**src/rtl/serial_subtractor.sv**
```systemverilog
// rtl/serial_subtractor.sv - bit-serial unsigned subtractor, LSB first, one full-subtractor slice
module serial_subtractor #(
    parameter int WIDTH = 8
) (
    input  logic             clk,
    input  logic             rst_n,
    input  logic             start,
    input  logic [WIDTH-1:0] a,
    input  logic [WIDTH-1:0] b,
    output logic             busy,
    output logic             done,
    output logic [WIDTH-1:0] diff,
    output logic             borrow
);
    localparam int CW = $clog2(WIDTH + 1);

    typedef enum logic [1:0] {IDLE, SHIFT, DONE} state_t;

    state_t           state_q, state_d;
    logic [WIDTH-1:0] a_sh_q, a_sh_d;
    logic [WIDTH-1:0] b_sh_q, b_sh_d;
    logic [WIDTH-1:0] d_sh_q, d_sh_d;
    logic             br_q, br_d;
    logic [CW-1:0]    cnt_q, cnt_d;
    logic [WIDTH-1:0] diff_q, diff_d;
    logic             borrow_q, borrow_d;

    logic             d_bit;
    logic             bo;
    logic [WIDTH-1:0] d_sh_next;

    assign d_bit     = a_sh_q[0] ^ b_sh_q[0] ^ br_q;
    assign bo        = (~a_sh_q[0] & b_sh_q[0]) | (~(a_sh_q[0] ^ b_sh_q[0]) & br_q);
    assign d_sh_next = (d_sh_q >> 1) | {d_bit, {(WIDTH-1){1'b0}}};

    always_comb begin
        state_d  = state_q;
        a_sh_d   = a_sh_q;
        b_sh_d   = b_sh_q;
        d_sh_d   = d_sh_q;
        br_d     = br_q;
        cnt_d    = cnt_q;
        diff_d   = diff_q;
        borrow_d = borrow_q;
        case (state_q)
            SHIFT: begin
                d_sh_d = d_sh_next;
                a_sh_d = a_sh_q >> 1;
                b_sh_d = b_sh_q >> 1;
                br_d   = bo;
                if (cnt_q == CW'(WIDTH - 1)) begin
                    // Last bit: publish the whole word at once so diff never shows partials.
                    diff_d   = d_sh_next;
                    borrow_d = bo;
                    cnt_d    = '0;
                    state_d  = DONE;
                end else begin
                    cnt_d = cnt_q + CW'(1);
                end
            end
            default: begin
                // IDLE and DONE both accept a new request; DONE otherwise falls back to IDLE.
                if (state_q == DONE) state_d = IDLE;
                if (start) begin
                    a_sh_d  = a;
                    b_sh_d  = b;
                    d_sh_d  = '0;
                    br_d    = 1'b0;
                    cnt_d   = '0;
                    state_d = SHIFT;
                end
            end
        endcase
    end

    always_ff @(posedge clk or negedge rst_n) begin
        if (!rst_n) begin
            state_q  <= IDLE;
            a_sh_q   <= '0;
            b_sh_q   <= '0;
            d_sh_q   <= '0;
            br_q     <= 1'b0;
            cnt_q    <= '0;
            diff_q   <= '0;
            borrow_q <= 1'b0;
        end else begin
            state_q  <= state_d;
            a_sh_q   <= a_sh_d;
            b_sh_q   <= b_sh_d;
            d_sh_q   <= d_sh_d;
            br_q     <= br_d;
            cnt_q    <= cnt_d;
            diff_q   <= diff_d;
            borrow_q <= borrow_d;
        end
    end

    assign busy   = (state_q == SHIFT);
    assign done   = (state_q == DONE);
    assign diff   = diff_q;
    assign borrow = borrow_q;
endmodule

```
**config.mk**
```make
export PLATFORM = sky130hd
export DESIGN_NAME = serial_subtractor
export DESIGN_NICKNAME = d
export VERILOG_FILES = /design/src/rtl/serial_subtractor.sv
export SDC_FILE = /design/constraint.sdc
export NUM_CORES = 1
export LEC_CHECK = 0
export ABC_CLOCK_PERIOD_IN_PS = 1600
export BUFFER_PORTS_ARGS = -buffer_cell sky130_fd_sc_hd__buf_2
export CORE_AREA = 2 2 66 68
export CTS_BUF_LIST = sky130_fd_sc_hd__clkbuf_8
export CTS_CLUSTER_SIZE = 8
export DETAILED_ROUTE_END_ITERATION = 10
export DIE_AREA = 0 0 68 70
export PLACE_DENSITY = 0.62
export SYNTH_ARGS = -nofsm -noshare
export SYNTH_HDL_FRONTEND = slang
export SYNTH_SLANG_ARGS = --single-unit
```
**constraint.sdc**
```tcl
create_clock -name clk -period 1.6 [get_ports clk]
set_input_delay 0.16 -clock clk [delete_from_list [all_inputs] [get_ports clk]]
set_output_delay 0.16 -clock clk [all_outputs]
set_load 0.005 [all_outputs]
```
Word level (Yosys, flattened, before mapping)
Index checks and enable logic that the tools add are counted.

word-level totals
  register bits after elaboration = 40
  input port bits = 19
  output and inout port bits = 11
  word-level logic and storage cells = 40

operators by class
  add/subtract/negate cells = 1
  eq/ne operators = 4
  mux-type cells = 15
  bitwise gates (word level) = 8
  reductions and logical operators = 4

operator list
  cell                                           number
  two-way mux 8 bit                              6
  two-way mux 4 bit                              3
  two-way mux 2 bit                              4
  OR 7 x 8 -> 8 bit                              1
  adder 4 x 1 -> 4 bit, second input constant    1
  == test 4 x 3 -> 1 bit, second input constant  1
  AND reduction 2 bit                            2
  nonzero test 3 bit                             1
  AND 1 bit                                      2
  == test 2 x 1 -> 1 bit, second input constant  1
  == test 2 bit, second input constant           1
  two-way mux 1 bit                              2
  != test 2 x 1 -> 1 bit, second input constant  1
  NOT 1 bit                                      2
  nonzero test 2 bit                             1
  XOR 1 bit                                      2
  OR 1 bit                                       1

Depth between registers and ports, before layout
Gate-level depths: netlist of run 1.

  depth in word-level cells = 5
  gate-level depth with buffers = 6
  mapped depth without buffers = 4

Worst setup path before layout of run 1
OpenSTA, ideal clock, no wires.

  kind = register -> register
  start = register cnt_q[0]
  end = register diff_q[0], in the netlist diff[0]
  library setup time = 0.128 ns
  arrival = 1.245 ns
  required time = 1.472 ns
  slack = 0.227 ns
  stages on the path, launching flop included = 5
  buffers on the path = 0
  period minus slack after synthesis = 1.373 ns
  cells stage by stage = dfrtp_1 > ha_1 > nand3b_2 > nor2_8 > mux2_1

on the way
  word-level cells in the longest chain between the ends = 2

RTL lines
  item                                  RTL line  text
  start: declaration                    24        logic [CW-1:0] cnt_q, cnt_d;
  start signal: assignment              92        cnt_q <= cnt_d;
  == test 4 x 3 -> 1 bit                51        if (cnt_q == CW'(WIDTH - 1)) begin
  AND reduction 2 bit (no source line)  -
  end signal: assignment                93        diff_q <= diff_d;
  end: declaration                      25        logic [WIDTH-1:0] diff_q, diff_d;

No other way between the ends.
A chain may end at the register's enable or synchronous reset.

Final worst setup path of run 1
  start = register cnt_q[0]
  end = register diff_q[6], in the netlist diff[6]

The elaborated chain is that of the path after synthesis.

==> results of run 1 <==
-- synthesized netlist by cell type --
cell type	count
dfrtp_1	39
nand2_1	31
mux2i_1	18
o21ai_0	16
mux2_1	8
nand3b_1	8
nor2_1	6
buf_2	5
buf_4	2
inv_1	2
a211o_1	1
a22o_1	1
and2_1	1
and3_1	1
buf_6	1
clkbuf_1	1
fa_1	1
ha_1	1
inv_2	1
mux2_2	1
nand2b_1	1
nand3_1	1
nand3b_2	1
nor2_8	1
nor2b_1	1
nor4_1	1
o31ai_1	1
or3_1	1
-- cells by family (layout without fill, tap and decap cells) --
kind of cell    Yosys count  in the layout  synth area share, %
buf+inv                  12             46                3.823
compound gates           19             19                6.061
mux                      27             27                16.23
fa+ha+maj                 2              2                1.876
simple gates             54             55                15.73
flops                    39             39                56.28
-- area by class of cell --
| cell class | instances | area (um^2) | area share [%] |
|---|---|---|---|
| clock inverter | 3 | 43.79 | 2.086 |
| tap | 52 | 65.06 | 3.099 |
| inverter | 3 | 13.76 | 0.6555 |
| timing repair buffer | 35 | 212.7 | 10.13 |
| clock buffer | 5 | 68.82 | 3.278 |
| multi-input combinational | 103 | 719.4 | 34.27 |
| sequential | 39 | 975.9 | 46.48 |
-- power breakdown --
| part | internal (mW) | switching [mW] | total [mW] |
|---|---|---|---|
| Combinational | 0.673 | 0.860 | 1.53 |
| Clock | 0.464 | 0.353 | 0.817 |
| Sequential | 1.40 | 0.261 | 1.66 |
| Total | 2.54 | 1.47 | 4.01 |
-- state kept, by name, indices dropped and copies added (netlist names) --
signal   flops
a_sh_q       8
diff         8
cnt_q        4
borrow       1
state_q      2
br_q         1
d_sh_q       7
b_sh_q       8
-- worst max-delay path, stage by stage, from the launching register on --
cell,delay [ps]
dfrtp_1,400
ha_1,290
nand3b_4,180
nor2_4,200
mux2_1,340
-- repair_timing --
action	in CTS	in global routing
cloned	0	1
resized for setup	3	3
hold endpoints to repair	39	0
setup endpoints to repair	1	9
pin swaps	0	1
hold buffers	1	0
-- routing by layer --
layer	part of all wire, %	GRT usage [%]
met1	44	18.37
met5	0	0
met2	49	24.92
met3	5.2	4.187
met4	1.8	8.000
-- how the worst min path moves through the flow --
stage | start | end | cells past startpoint
after global routing | a[7] | a_sh_q[7]$_DFFE_PN0P_ | 3
after CTS | a[7] | a_sh_q[7]$_DFFE_PN0P_ | 3
after detailed placement | rst_n | diff[1]$_DFFE_PN0P_ | 2
after floorplan | rst_n | a_sh_q[0]$_DFFE_PN0P_ | 0
after global placement | rst_n | d_sh_q[1]$_DFFE_PN0P_ | 2
final | a[7] | a_sh_q[7]$_DFFE_PN0P_ | 3
==> flow_summary.json, run 1 <==
{
  "p_leak_nw": 1.077,
  "cp-start-kind": "flip-flop",
  "place_congestion": 0.7772,
  "critPathMaxFanout": 6,
  "clockBufferDepth": 2,
  "cts_tree": "done",
  "gr-usage-all-layers_pct": 15.43,
  "max-vdd-ir-drop_v": 0.0006945,
  "hpwl_um": 2189,
  "dp.cells": 230,
  "hp-class": "in2reg",
  "reg2reg_from": "cnt_q[0]$_DFFE_PN0P_",
  "fp.dieH_um": 70,
  "post_cts_buffers": 0,
  "p_per_area_nw_per_um2": 1912,
  "drt_iter0_drc": 75,
  "status": "completed",
  "r2r-end": "diff[6]$_DFFE_PN0P_",
  "syn_nets": 174,
  "syn_area_per_cell_um2": 11.33,
  "routedWlPerCell_um": 13.30,
  "std_cell_rows": 24,
  "final_core_util_pct": 50.66,
  "place_ws_ps": 84.70,
  "cts_sinks": 39,
  "fin_skew_ps": 7.759,
  "grt_pass1_vias": 1233,
  "ys_seq_area_share_pct": 56.28,
  "endpoint": "diff[6]$_DFFE_PN0P_",
  "crit_start": "cnt_q[0]$_DFFE_PN0P_",
  "path_class": "reg2reg",
  "die_x_um": 68,
  "ys_warn_count": 0,
  "worstMarginPinSlew_ps": 505.6,
  "initial_core_util_pct": 41.85,
  "placed_area_um2": 1939,
  "stdcell_area_um2": 2100,
  "vias": 1218,
  "crit_path_end_kind": "flip-flop",
  "reg2reg_depth": 4,
  "antenna_found_initial": 0,
  "final_cell_mix": "dfrtp_1, nand2_1, buf_2",
  "cts_root_buffer": "clkbuf_8",
  "power_mw": 4.013,
  "grt_pass1_wl_um": 5444,
  "drive_gt1_share_pct": 25.53,
  "nNetsFinal": 208,
  "netlist-cell-type-count": 28,
  "maxCapViolCount": 0,
  "crit_required_ps": 1780,
  "io_pins": 30,
  "grt_max_degree": 40,
  "syn_to_final_growth_pct": 21.07,
  "clk_pin_slew_worst_paths_ps": 80,
  "dr.pass1.iters": 4,
  "fin_ws_ps": 86.71,
  "cts_buffers": 5,
  "crit_arrival_ps": 1700,
  "n_fill_cell": 396,
  "htreeDepth": 2,
  "layout_commonest_cell": "dfrtp_1",
  "synth_top_area_share_pct": 56.28,
  "ant_nets": 0,
  "routed_wl_um": 3192,
  "max_freq_mhz": 660.8,
  "yosysTopAreaCell": "dfrtp_1",
  "finalNonFillerCells": 240,
  "drc": 0,
  "io_buffer_count": 29,
  "insertion_delay_ps": 290,
  "synth_area_um2": 1734,
  "slew_viol_final": 0,
  "hold_viol": 0,
  "setup-tns-final_ps": 0,
  "finalCritPeriodShare_pct": 94.58,
  "viasPerCell": 5.075,
  "die_area_um2": 4760,
  "r2r_setup_slack_ps": 90,
  "grt-ovfl-total": 0,
  "ys_seq_elements": 39,
  "hold_ws_ps": 115.7,
  "setup_viol": 0,
  "core_um2": 4144,
  "synth_area_leaders": "dfrtp_1, mux2i_1, nand2_1",
  "layout_min_cycle_time_ps": 1513,
  "antenna_cells": 0,
  "slew_headroom_pct": 66.29,
  "syn_inst": 153
}
Power figures use the tool's default switching activity.
==> inputs of run 2 (changes only) <==
--- a/config.mk
+++ b/config.mk
@@ -8,7 +8,7 @@
 export ABC_CLOCK_PERIOD_IN_PS = 1600
 export BUFFER_PORTS_ARGS = -buffer_cell sky130_fd_sc_hd__buf_2
 export CORE_AREA = 2 2 66 68
-export CTS_BUF_LIST = sky130_fd_sc_hd__clkbuf_8
+export CTS_BUF_LIST = sky130_fd_sc_hd__clkbuf_2
 export CTS_CLUSTER_SIZE = 8
 export DETAILED_ROUTE_END_ITERATION = 10
 export DIE_AREA = 0 0 68 70
==> flow_summary.json, run 2 (synthesized netlist as in run 1, its figures left out) <==
{
  "crit_required_ps": 1440,
  "clk_pin_slew_worst_paths_ps": 200,
  "layout_commonest_cell": "dfrtp_1",
  "max-vdd-ir-drop_v": 0.0006113,
  "drc": 0,
  "clockBufferDepth": 2,
  "initial_core_util_pct": 41.85,
  "setup_viol": 0,
  "crit_path_end_kind": "output port",
  "cts_root_buffer": "clkbuf_2",
  "finalCritPeriodShare_pct": 94.57,
  "htreeDepth": 2,
  "cp-start-kind": "flip-flop",
  "power_mw": 3.985,
  "reg2reg_depth": 4,
  "n_fill_cell": 395,
  "slew_viol_final": 0,
  "drive_gt1_share_pct": 28.06,
  "finalNonFillerCells": 248,
  "viasPerCell": 4.931,
  "hp-start": "b[6]",
  "routed_wl_um": 3310,
  "p_int_mw": 2.487,
  "power_frac_clock_pct": 15.0,
  "io_pins": 30,
  "cts_sinks": 39,
  "place_congestion": 0.7772,
  "grt_max_degree": 40,
  "core_um2": 4144,
  "hold_path_end": "b_sh_q[6]$_DFFE_PN0P_",
  "cts_tree": "done",
  "grt_pass1_wl_um": 5506,
  "r2r_setup_slack_ps": 130,
  "drt_iter0_drc": 60,
  "ant_nets": 0,
  "path_class": "reg2out",
  "syn_to_final_growth_pct": 22.73,
  "io_buffer_count": 29,
  "hold_viol": 0,
  "crit_arrival_ps": 1350,
  "status": "completed",
  "maxCapViolCount": 0,
  "p_per_area_nw_per_um2": 1872,
  "setup-tns-final_ps": 0,
  "antenna_cells": 0,
  "hpwl_um": 2189,
  "grt-ovfl-total": 0,
  "max_freq_mhz": 660.9,
  "p_seq_share_pct": 41.5,
  "insertion_delay_ps": 400,
  "critPathMaxFanout": 23,
  "std_cell_rows": 24,
  "switching_share_pct": 37.58,
  "fin_skew_ps": 22.19,
  "antenna_found_initial": 0,
  "r2r-end": "diff[1]$_DFFE_PN0P_",
  "fp.dieH_um": 70,
  "place_ws_ps": 84.70,
  "p_leak_nw": 1.103,
  "final_cell_mix": "dfrtp_1, nand2_1, buf_2",
  "switchingPower_mw": 1.497,
  "die_x_um": 68,
  "cts_buffers": 5,
  "vias": 1223,
  "slew_headroom_pct": 66.92,
  "reg2reg_from": "cnt_q[0]$_DFFE_PN0P_",
  "grt_pass1_vias": 1251,
  "fin_ws_ps": 86.86,
  "dp.cells": 230,
  "gr-usage-all-layers_pct": 15.40,
  "hp-class": "in2reg",
  "nNetsFinal": 216,
  "die_area_um2": 4760,
  "routedWlPerCell_um": 13.35,
  "layout_min_cycle_time_ps": 1513,
  "dr.pass1.iters": 4,
  "power_frac_comb_pct": 43.5,
  "worstMarginPinSlew_ps": 496.2,
  "hold_depth": 3
}
==> run 2: per-layer routing <==
layer | routed length [um] | up-vias | global-route usage [%]
met5 | 0 | - | 0
met4 | 47 | 0 | 6.667
met3 | 167 | 5 | 4.187
met2 | 1618 | 30 | 25.46
met1 | 1477 | 589 | 18.37
li1 | - | 599 | -
==> run 2: how the worst max path moves through the flow <==
stage                      startpoint  cells past startpoint                  end  slack (ps)
2_1_floorplan    cnt_q[0]$_DFFE_PN0P_                      4  diff[0]$_DFFE_PN0P_         230
5_1_grt        state_q[1]$_DFFE_PN0P_                      4                 busy          -8
4_1_cts        state_q[1]$_DFFE_PN0P_                      4                 busy          10
3_3_place_gp   state_q[1]$_DFFE_PN0P_                      3  diff[5]$_DFFE_PN0P_         140
3_5_place_dp   state_q[1]$_DFFE_PN0P_                      3  diff[3]$_DFFE_PN0P_          80
6_report       state_q[1]$_DFFE_PN0P_                      4                 busy          90
==> run 2: power by group through the flow <==
stage | Clock (mW) | Combinational (mW) | Sequential (mW)
2_1_floorplan | 0 | 1.07 | 1.62
3_3_place_gp | 0 | 1.38 | 1.65
6_report | 0.598 | 1.73 | 1.65
4_1_cts | 0.620 | 1.57 | 1.65
5_1_grt | 0.665 | 1.96 | 1.71
3_5_place_dp | 0 | 1.44 | 1.67
==> run 2: repair_timing <==
action | CTS | global route
pin swaps | 0 | 1
hold buffers | 3 | 0
hold endpoints to repair | 41 | 0
gates cloned | 0 | 1
resized for setup | 6 | 2
endpoints found under the setup margin | 1 | 9
setup buffers | 1 | 5
==> run 2: metrics by stage <==
step / hold WS (ps) / utilization [%] / area (um^2)
after floorplan: -135.6 / - / 1734
after global placement: 143.2 / 46.80 / 1939
after detailed placement: 141.5 / 46.80 / 1939
after CTS: 17.54 / 49.91 / 2068
after global routing: 24.10 / 51.36 / 2128
final: 39.59 / 51.36 / 2128
==> run 2: final cells by class <==
class                           count  area [um^2]  area share [%]
Inverter                            3        13.76          0.6467
Clock buffer                        5        25.02           1.176
Sequential cell                    39        975.9           45.86
Clock inverter                      3        43.79           2.058
Multi-Input combinational cell    103        721.9           33.92
Timing Repair Buffer               43        282.8           13.29
Tap cell                           52        65.06           3.057
==> run 2: worst max-delay path, cell delays in order, from the launching register on <==
cell	delay, ps
dfrtp_1	420
nand2b_4	180
inv_4	100
buf_12	150
buf_2	120
==> inputs of run 3 (changes only) <==
--- a/config.mk
+++ b/config.mk
@@ -6,13 +6,14 @@
 export NUM_CORES = 1
 export LEC_CHECK = 0
 export ABC_CLOCK_PERIOD_IN_PS = 1600
-export BUFFER_PORTS_ARGS = -buffer_cell sky130_fd_sc_hd__buf_2
 export CORE_AREA = 2 2 66 68
 export CTS_BUF_LIST = sky130_fd_sc_hd__clkbuf_2
 export CTS_CLUSTER_SIZE = 8
 export DETAILED_ROUTE_END_ITERATION = 10
 export DIE_AREA = 0 0 68 70
-export PLACE_DENSITY = 0.62
+export DONT_BUFFER_PORTS = 1
+export MAX_ROUTING_LAYER = met4
+export PLACE_DENSITY = 0.56
 export SYNTH_ARGS = -nofsm -noshare
 export SYNTH_HDL_FRONTEND = slang
 export SYNTH_SLANG_ARGS = --single-unit
==> flow_summary.json, run 3 (synthesized netlist as in run 1, its figures left out) <==
{
  "place_ws_ps": 55.92,
  "grt_pass1_vias": 1313,
  "viasPerCell": 5.192,
  "cts_tree": "done",
  "cts_buffers": 5,
  "io_pins": 30,
  "finalNonFillerCells": 229,
  "drive_gt1_share_pct": 11.86,
  "nNetsFinal": 197,
  "crit_chain": "ha_1 > nand3b_4 > nor2_8 > mux2_1",
  "slew_viol_final": 0,
  "r2r-end": "diff[0]$_DFFE_PN0P_",
  "cp-start-kind": "flip-flop",
  "antenna_cells": 0,
  "routed_wl_um": 3411,
  "hold_ws_ps": 51.28,
  "worstMarginPinSlew_ps": 242.0,
  "fp.dieH_um": 70,
  "max_stage_delay_ps": 430,
  "p_seq_share_pct": 46.9,
  "p_int_mw": 2.161,
  "max_freq_mhz": 661.1,
  "setup_viol": 0,
  "path_depth": 4,
  "std_cell_rows": 24,
  "worst-path-buf-inv": 0,
  "vias": 1189,
  "crit_path_end_kind": "flip-flop",
  "dp.cells": 200,
  "gr-usage-all-layers_pct": 17.23,
  "maxCapViolCount": 0,
  "hold_path_end": "cnt_q[0]$_DFFE_PN0P_",
  "critPathMaxFanout": 9,
  "r2r_setup_slack_ps": 90,
  "final_core_util_pct": 49.85,
  "layout_min_cycle_time_ps": 1513,
  "hp-start": "start",
  "ant_nets": 0,
  "stdcell_area_um2": 2066,
  "power_frac_comb_pct": 40.9,
  "placed_area_um2": 1774,
  "fin_ws_ps": 87.32,
  "path_class": "reg2reg",
  "drt_iter0_drc": 64,
  "slew_headroom_pct": 83.72,
  "syn_to_final_growth_pct": 19.12,
  "setup-tns-final_ps": 0,
  "cts_root_buffer": "clkbuf_2",
  "grt-ovfl-total": 0,
  "hp-class": "in2reg",
  "cts_sinks": 39,
  "hold_depth": 2,
  "place_congestion": 0.7798,
  "io_buffer_count": 0,
  "switching_share_pct": 39.76,
  "die_x_um": 68,
  "routedWlPerCell_um": 14.90,
  "power_frac_clock_pct": 12.2,
  "reg2reg_depth": 4,
  "grt_pass1_wl_um": 6037,
  "max-vdd-ir-drop_v": 0.0006445,
  "grt_max_degree": 40,
  "core_um2": 4144,
  "initial_core_util_pct": 41.85,
  "hold_viol": 0,
  "cp_slowest_cell": "dfrtp_1",
  "reg2reg_from": "cnt_q[0]$_DFFE_PN0P_",
  "switchingPower_mw": 1.426,
  "status": "completed",
  "p_per_area_nw_per_um2": 1736,
  "hpwl_um": 2157,
  "clk_pin_slew_worst_paths_ps": 190,
  "fin_skew_ps": 16.35,
  "dr.pass1.iters": 4,
  "power_mw": 3.587,
  "drc": 0,
  "antenna_found_initial": 0,
  "insertion_delay_ps": 390,
  "crit_family": "flip-flops",
  "htreeDepth": 2,
  "crit_required_ps": 1890,
  "crit_arrival_ps": 1800,
  "finalCritPeriodShare_pct": 94.54,
  "final_cell_mix": "dfrtp_1, nand2_1, mux2i_1",
  "die_area_um2": 4760,
  "p_leak_nw": 1.011,
  "layout_commonest_cell": "dfrtp_1",
  "clockBufferDepth": 2
}
## run 3: cell type report
cell class              count  area [um^2]
inverters                   3        11.26
clock buffers               6        30.03
fillers                   393         2078
well taps                  52        65.06
repair buffers             25        262.8
multi-input cells         102        708.2
flip-flops and latches     39        975.9
clock inverters             2        12.51
## run 3: worst max-delay path by stage
stage / start / endpoint
final: cnt_q[0]$_DFFE_PN0P_ / diff[0]$_DFFE_PN0P_
after global routing: state_q[1]$_DFFE_PN0P_ / busy
after CTS: cnt_q[0]$_DFFE_PN0P_ / diff[0]$_DFFE_PN0P_
after detailed placement: cnt_q[0]$_DFFE_PN0P_ / diff[5]$_DFFE_PN0P_
after global placement: state_q[1]$_DFFE_PN0P_ / cnt_q[2]$_DFFE_PN0P_
after floorplan: cnt_q[0]$_DFFE_PN0P_ / diff[0]$_DFFE_PN0P_
## run 3: power by group through the flow
| stage | logic [mW] | clock network [mW] | registers [mW] |
|---|---|---|---|
| global placement | 1.24 | 0 | 1.68 |
| CTS | 1.44 | 0.458 | 1.69 |
| global route | 1.70 | 0.500 | 1.75 |
| finish | 1.47 | 0.439 | 1.68 |
| detailed placement | 1.30 | 0 | 1.71 |
| floorplan | 1.07 | 0 | 1.62 |
## run 3: metal layers
| layer | wire length [um] | track usage [%] | up-vias |
|---|---|---|---|
| li1 | - | - | 561 |
| met1 | 1474 | 20.66 | 587 |
| met2 | 1714 | 27.18 | 37 |
| met3 | 195 | 4.348 | 4 |
| met4 | 26 | 7.333 | 0 |
| met5 | 0 | - | - |
## run 3: repair_timing
action,in CTS,in global routing
buffers inserted,0,2
hold buffers,19,0
resized for setup,4,1
pin swaps,0,1
hold endpoints to repair,67,0
setup endpoints to repair,1,7
